--- src/rtl/decode_regfile_if.sv ---
// Decode/register-file bus: instruction and write-back controls in,
// decoded fields, operands and $ra view out.
interface decode_regfile_if #(
  parameter int unsigned DATA_W = 32
);
  localparam int unsigned INST_W = 32;
  localparam int unsigned AW     = 5;

  logic [INST_W-1:0] Inst;
  logic              RegWrite;
  logic [1:0]        RegDst;
  logic              ExtOp;
  logic [DATA_W-1:0] WriteData;
  logic [5:0]        Opcode;
  logic [5:0]        Funct;
  logic [4:0]        Shamt;
  logic [DATA_W-1:0] ReadData1;
  logic [DATA_W-1:0] ReadData2;
  logic [DATA_W-1:0] ExtImm;
  logic [AW-1:0]     WriteReg;
  logic [DATA_W-1:0] reg31;

  modport master (
    output Inst, RegWrite, RegDst, ExtOp, WriteData,
    input  Opcode, Funct, Shamt, ReadData1, ReadData2, ExtImm, WriteReg, reg31
  );

  modport slave (
    input  Inst, RegWrite, RegDst, ExtOp, WriteData,
    output Opcode, Funct, Shamt, ReadData1, ReadData2, ExtImm, WriteReg, reg31
  );
endinterface

--- src/rtl/decode_regfile.sv ---
// Instruction decode and 32-entry register file with synchronous write-back,
// combinational reads and a direct $ra view for the fetch stage.
module decode_regfile #(
  parameter int unsigned DATA_W   = 32,
  parameter int unsigned NREGS    = 32,
  parameter int unsigned LINK_REG = 31
) (
  input  logic             Clock,
  input  logic             Reset,
  decode_regfile_if.slave  bus
);
  localparam int unsigned AW    = 5;
  localparam int unsigned IMM_W = 16;

  logic [DATA_W-1:0] regs [NREGS];
  logic [AW-1:0]     rs;
  logic [AW-1:0]     rt;
  logic [AW-1:0]     rd;
  logic [AW-1:0]     wr_idx;
  logic [IMM_W-1:0]  imm;

  assign rs  = bus.Inst[25:21];
  assign rt  = bus.Inst[20:16];
  assign rd  = bus.Inst[15:11];
  assign imm = bus.Inst[15:0];

  assign bus.Opcode = bus.Inst[31:26];
  assign bus.Shamt  = bus.Inst[10:6];
  assign bus.Funct  = bus.Inst[5:0];

  // Destination select; the reserved encoding falls back to rt.
  always_comb begin
    wr_idx = rt;
    case (bus.RegDst)
      2'b01:   wr_idx = rd;
      2'b10:   wr_idx = AW'(LINK_REG);
      default: wr_idx = rt;
    endcase
  end

  assign bus.WriteReg = wr_idx;

  assign bus.ExtImm = bus.ExtOp ? {{(DATA_W-IMM_W){imm[IMM_W-1]}}, imm}
                                : {{(DATA_W-IMM_W){1'b0}}, imm};

  // Reset wins over write-back; index 0 is never stored.
  always_ff @(posedge Clock) begin
    if (Reset) begin
      for (int unsigned i = 0; i < NREGS; i++) begin
        regs[i] <= '0;
      end
    end else if (bus.RegWrite && (wr_idx != '0)) begin
      regs[wr_idx] <= bus.WriteData;
    end
  end

  // No bypass: reads see the pre-edge contents.
  assign bus.ReadData1 = (rs == '0) ? '0 : regs[rs];
  assign bus.ReadData2 = (rt == '0) ? '0 : regs[rt];
  assign bus.reg31     = regs[AW'(LINK_REG)];
endmodule

--- src/flat_wrapper.sv ---
// flat-port wrapper written by rule: the top's interface ports become plain ports
module decode_regfile_flat 
#(
  parameter int unsigned DATA_W   = 32,
  parameter int unsigned NREGS    = 32,
  parameter int unsigned LINK_REG = 31
)
  (Clock, Reset, bus_Inst, bus_RegWrite, bus_RegDst, bus_ExtOp, bus_WriteData, bus_Opcode, bus_Funct, bus_Shamt, bus_ReadData1, bus_ReadData2, bus_ExtImm, bus_WriteReg, bus_reg31);
  decode_regfile_if #(.DATA_W(DATA_W)) bus_i ();
  input  logic Clock;
  input  logic Reset;
  input wire logic [$bits(bus_i.Inst)-1:0] bus_Inst;
  input wire logic [$bits(bus_i.RegWrite)-1:0] bus_RegWrite;
  input wire logic [$bits(bus_i.RegDst)-1:0] bus_RegDst;
  input wire logic [$bits(bus_i.ExtOp)-1:0] bus_ExtOp;
  input wire logic [$bits(bus_i.WriteData)-1:0] bus_WriteData;
  output wire logic [$bits(bus_i.Opcode)-1:0] bus_Opcode;
  output wire logic [$bits(bus_i.Funct)-1:0] bus_Funct;
  output wire logic [$bits(bus_i.Shamt)-1:0] bus_Shamt;
  output wire logic [$bits(bus_i.ReadData1)-1:0] bus_ReadData1;
  output wire logic [$bits(bus_i.ReadData2)-1:0] bus_ReadData2;
  output wire logic [$bits(bus_i.ExtImm)-1:0] bus_ExtImm;
  output wire logic [$bits(bus_i.WriteReg)-1:0] bus_WriteReg;
  output wire logic [$bits(bus_i.reg31)-1:0] bus_reg31;
  assign bus_i.Inst = bus_Inst;
  assign bus_i.RegWrite = bus_RegWrite;
  assign bus_i.RegDst = bus_RegDst;
  assign bus_i.ExtOp = bus_ExtOp;
  assign bus_i.WriteData = bus_WriteData;
  assign bus_Opcode = bus_i.Opcode;
  assign bus_Funct = bus_i.Funct;
  assign bus_Shamt = bus_i.Shamt;
  assign bus_ReadData1 = bus_i.ReadData1;
  assign bus_ReadData2 = bus_i.ReadData2;
  assign bus_ExtImm = bus_i.ExtImm;
  assign bus_WriteReg = bus_i.WriteReg;
  assign bus_reg31 = bus_i.reg31;
  decode_regfile #(.DATA_W(DATA_W), .NREGS(NREGS), .LINK_REG(LINK_REG)) u_core (.Clock(Clock), .Reset(Reset), .bus(bus_i));
endmodule
--- config.mk ---
export PLATFORM = sky130hd
export DESIGN_NAME = decode_regfile_flat
export DESIGN_NICKNAME = d
export VERILOG_FILES = /design/src/rtl/decode_regfile_if.sv /design/src/rtl/decode_regfile.sv /design/src/flat_wrapper.sv
export SDC_FILE = /design/constraint.sdc
export NUM_CORES = 2
export LEC_CHECK = 0
export BUFFER_PORTS_ARGS = -buffer_cell sky130_fd_sc_hd__buf_2
export CAP_MARGIN = 10
export CORE_MARGIN = 3
export CORE_UTILIZATION = 45
export DETAILED_ROUTE_END_ITERATION = 8
export GPL_ROUTABILITY_DRIVEN = 0
export SYNTH_ARGS = -nofsm -noshare
export SYNTH_HDL_FRONTEND = slang
export SYNTH_SLANG_ARGS = --single-unit
--- constraint.sdc ---
create_clock -name Clock -period 4.63 [get_ports Clock]
set_clock_uncertainty 0.15 [all_clocks]
set_input_delay 0.926 -clock Clock [delete_from_list [all_inputs] [get_ports Clock]]
set_output_delay 0.926 -clock Clock [all_outputs]
set_load 0.1 [all_outputs]
Word-level counts from Yosys, hierarchy flattened
Memory sizes are Yosys's and may differ from the RTL's.
Cells that the tools add are included.
{"block": "classes", "eq_ne": 2, "n_mux": 12, "reduce_logical": 5}
{"operator": "$mux 32", "count": 4}
{"operator": "$reduce_or 32->1", "count": 1}
{"operator": "$logic_not 5->1", "count": 2}
{"operator": "$pmux 5 s2", "count": 1}
{"operator": "$mux 1", "count": 6}
{"operator": "$mux 5", "count": 1}
{"operator": "$reduce_bool 5->1", "count": 1}
{"operator": "$eq 2x1->1 const B", "count": 1}
{"operator": "$eq 2x2->1 const B", "count": 1}
{"operator": "$logic_and 1x1->1", "count": 1}
{"block": "totals", "ff_bits": 0, "ram_bits": 1024, "in_bits": 70, "word_cells": 20, "memories": 1}
{"memory": "u_core.regs", "depth": 32, "word_bits": 32, "read_ports": 3, "rd_clocked_by_memory_dff": 0, "wr": 32, "line": "decode_regfile.sv:15", "rtl": "logic [DATA_W-1:0] regs [NREGS];"}

Longest topological paths before layout
{"block": "depth", "depth_word": 9, "ltp_mapped": 10}

Worst setup path before layout
No wires, ideal clock.
{"block": "synth_path", "path_type": "input-to-output", "start": "input port bus_Inst[22]", "end": "output port bus_ReadData1[30]", "arrival_time_ns": 5.007, "t_required_ns": 3.554, "path_slack_ns": -1.453, "path_stages": 10, "path_buffers": 6, "path_cell_list": "buf_2 -> buf_6 -> buf_8 -> buf_6 -> buf_6 -> buf_6 -> mux2i_1 -> a22oi_1 -> a21oi_1 -> nor4_1"}
{"block": "synth_via", "elab_chain_cells": 2, "elab_cells_between_ends": 3, "classes_between": "1 x mux; 1 x reduce/logical; 1 x memory"}
{"element": "start: declaration", "line": "flat_wrapper.sv:12", "rtl": "input wire logic [$bits(bus_i.Inst)-1:0] bus_Inst;"}
{"element": "$mem_v2 32x32 or $logic_not 5->1 (tied branches)"}
{"element": "$mux 32 (*)", "line": "decode_regfile.sv:58", "rtl": "assign bus.ReadData1 = (rs == '0) ? '0 : regs[rs];"}
{"element": "end: declaration", "line": "flat_wrapper.sv:20", "rtl": "output wire logic [$bits(bus_i.ReadData1)-1:0] bus_ReadData1;"}
Every way passes the cells marked *; elsewhere a longest branch is shown, timed or not.

Worst setup path in the final report
{"block": "layout_path", "start": "input port bus_Inst[22]", "end": "output port bus_ReadData1[19]"}
Same word-level chain as after synthesis.

==> results.sh <==
export IMPL_min_path_cells=2
export IMPL_worstHoldEndpoint="u_core.regs[0][15]$_SDFFCE_PN0P_"
export IMPL_start_util_pct=45.47
export IMPL_setup_worst_path_class="input pin to output pin"
export IMPL_dp_hpwl_mm=120.5
export IMPL_antenna_found_initial=13
export IMPL_htree_levels=3
export IMPL_switching_power_w=0.007041
export IMPL_crit_path_end_kind="output pin"
export IMPL_overflow=0
export IMPL_synthFlopType="edfxtp_1"
export IMPL_fmax_mhz=219.2
export IMPL_static_leakage_power_nw=23.28
export IMPL_wire_per_inst_um=34.13
export IMPL_die_area_mm2=0.1277
export IMPL_fp_dieH_um=357.4
export IMPL_tightest_slew_ns=1.348
export IMPL_internal_power_w=0.01808
export IMPL_placementRows=128
export IMPL_top_register="u_core.regs"
export IMPL_num_io_pins=220
export IMPL_finalSetupViolations=0
export IMPL_ctsLongestPathBuffers=3
export IMPL_initialDrtViolationCount=4615
export IMPL_max_cap_viol_count=0
export IMPL_async_flop_share_pct=0
export IMPL_port_buffers=174
export IMPL_yosysUniqueCellTypes=47
export IMPL_switching_share_pct=28.03
export IMPL_worstPathArrival_ns=3.49
export IMPL_hold_violations=0
export IMPL_largest_reg_flops=1024
export IMPL_place_inst=5430
export IMPL_crit_fanout=24
export IMPL_path_buf_inv=4
export IMPL_final_cell_area_mm2=0.06434
export IMPL_layout_top_registers="u_core.regs x1024"
export IMPL_seqPwrFrac_pct=44.2
export IMPL_detail_route_antenna_nets=0
export IMPL_nets=3991
export IMPL_final_cell_mix="edfxtp_1 (1,024), and2_1 (993), mux4_2 (378)"
export IMPL_grt_pass1_wl_mm=270.5
export IMPL_crit_family="buffers and inverters"
export IMPL_placed_area_mm2=0.06036
export IMPL_required_ns=3.55
export IMPL_hp_class="input pin to flop"
export IMPL_dr_pass1_iters=5
export IMPL_syn_to_final_growth_pct=15.79
export IMPL_netlist_area_mm2=0.05556
export IMPL_cp_common_cell="buf_12"
export IMPL_die_x_um=357.4
export IMPL_layout_commonest_cell="edfxtp_1"
export IMPL_place_ws_ns=-0.06555
export IMPL_slew_limit_headroom_pct=9.618
export IMPL_root_buffer="clkbuf_16"
export IMPL_clk_pin_slew_ns=0.06
export IMPL_cts_tree="done"
export IMPL_p_clk_share_pct=38.6
export IMPL_post_cts_repair_setup_buffers=0
export IMPL_pwr_share_comb_pct=17.2
export IMPL_p_per_area_mw_per_mm2=390.4
export IMPL_outcome="complete, no violations"
export IMPL_grt_usage_pct=30.08
export IMPL_vdd_ir_drop_max_mv=0.3434
export IMPL_grt_pass1_vias=36080
export IMPL_syn_area_per_cell_um2=14.81
export IMPL_yosysWarnings=0
export IMPL_cts_made_buffers=112
export IMPL_drc=0
export IMPL_report_final_slew_viol_count=0
export IMPL_cp_cell_sequence="buf_8, buf_12, buf_12, mux4_2, mux2_2, o21ai_0, nor4_4, buf_12"
export IMPL_synth_edff_count=1024
export IMPL_drive_gt1_share_pct=30.31
export IMPL_yosysSeqAreaShare_pct=55.34
export IMPL_synth_seq_cells=1024
export IMPL_post_route_min_period_ns=4.561
export IMPL_crit_path_max_incr_delay_ns=0.59
export IMPL_start_kind="input pin"
export IMPL_syn_inst=3753
export IMPL_dr_total_vias=35810
export IMPL_slowest_stage="o21ai_0"
export IMPL_layout_setup_ws_ns=0.06860
export IMPL_vias_per_cell=6.341
export IMPL_finalNonFillerCells=5647
export IMPL_rsz0062_at_grt="false"
export IMPL_core_area_mm2=0.1222
export IMPL_hold_start="Reset"
export IMPL_clock_sinks=1024
export IMPL_grt_max_degree=53
export IMPL_hold_ws_ns=0.6735
export IMPL_timing_final_crit_share_pct=98.52
export IMPL_fill_cells=9929
export IMPL_wl_mm=192.7
[how the worst max path moves through the flow]
stage                 start                 to  slack (ns)  depth (start not counted)
2_1_floorplan  bus_Inst[22]  bus_ReadData1[30]       -0.30                         10
3_3_place_gp   bus_Inst[16]  bus_ReadData2[11]       -0.03                          8
3_5_place_dp   bus_Inst[16]  bus_ReadData2[11]       -0.07                          8
4_1_cts        bus_Inst[18]  bus_ReadData2[30]        0.03                          8
5_1_grt        bus_Inst[16]   bus_ReadData2[3]        0.02                          8
6_report       bus_Inst[22]  bus_ReadData1[19]        0.07                          8
[per-stage QoR]
step           util, %  total power [W]  TNS (ns)
3_3_place_gp     49.40          0.01551  -0.05248
6_report         52.65          0.02512         0
5_1_grt          52.64          0.02573         0
2_1_floorplan        -          0.01402   -0.3022
4_1_cts          52.63          0.02515         0
3_5_place_dp     49.40          0.01555  -0.06555
[timing repair]
action                                  CTS  global route
gates resized for setup                   1             3
hold buffers                              0             0
endpoints found under the hold margin     0             0
endpoints found under the setup margin    1             3
cloned                                    0             0
[power by group through the flow]
stage,Combinational (W),Clock (W),Sequential [W]
6_report,0.00431,0.00970,0.0111
5_1_grt,0.00445,0.0101,0.0112
4_1_cts,0.00427,0.00979,0.0111
3_5_place_dp,0.00427,0,0.0113
3_3_place_gp,0.00425,0,0.0113
2_1_floorplan,0.00276,0,0.0113
[synth_stat cells (46+ instances only)]
cell / n / area [um2]
mux2i_1: 306 / 3063
buf_4: 73 / 548.0
nor3_1: 51 / 255.2
edfxtp_1: 1024 / 30750
mux4_2: 378 / 8513
a211oi_1: 46 / 345.3
a22oi_1: 91 / 683.2
a21oi_1: 46 / 230.2
and2_1: 995 / 6225
buf_2: 97 / 485.5
a22o_1: 63 / 551.8
o22ai_1: 51 / 319.1
clkbuf_1: 205 / 769.5
[cells by family (layout without fill, tap and decap cells)]
group,after synthesis,count (layout),share of synthesized area (%)
AOI/OAI and AO/OA,386,386,5.296
adders and majority gates,2,2,0.04503
buffers and inverters,456,687,4.254
DFF,1024,1024,55.34
muxes,716,716,21.48
other,1,39,0.006749
and+or+nand+nor,1168,1168,13.58
[layer usage]
metal	track usage (%)	share of wire, %	routed length [um]
met4	11.15	3.5	6826
met1	40.58	39	74800
met5	0	0.0067	13
met2	46.62	46	89300
met3	8.439	11	21790
[final cells by class]
type / instances / area [um2] / area share (%)
Sequential cell: 1024 / 30750 / 47.79
Multi-Input combinational cell: 2304 / 23110 / 35.93
Timing Repair Buffer: 474 / 4464 / 6.939
Clock buffer: 128 / 2884 / 4.483
Tap cell: 1625 / 2033 / 3.160
Clock inverter: 82 / 1064 / 1.653
Antenna cell: 7 / 17.52 / 0.02723
Inverter: 3 / 11.26 / 0.01750
Power figures use the tool's default switching activity.
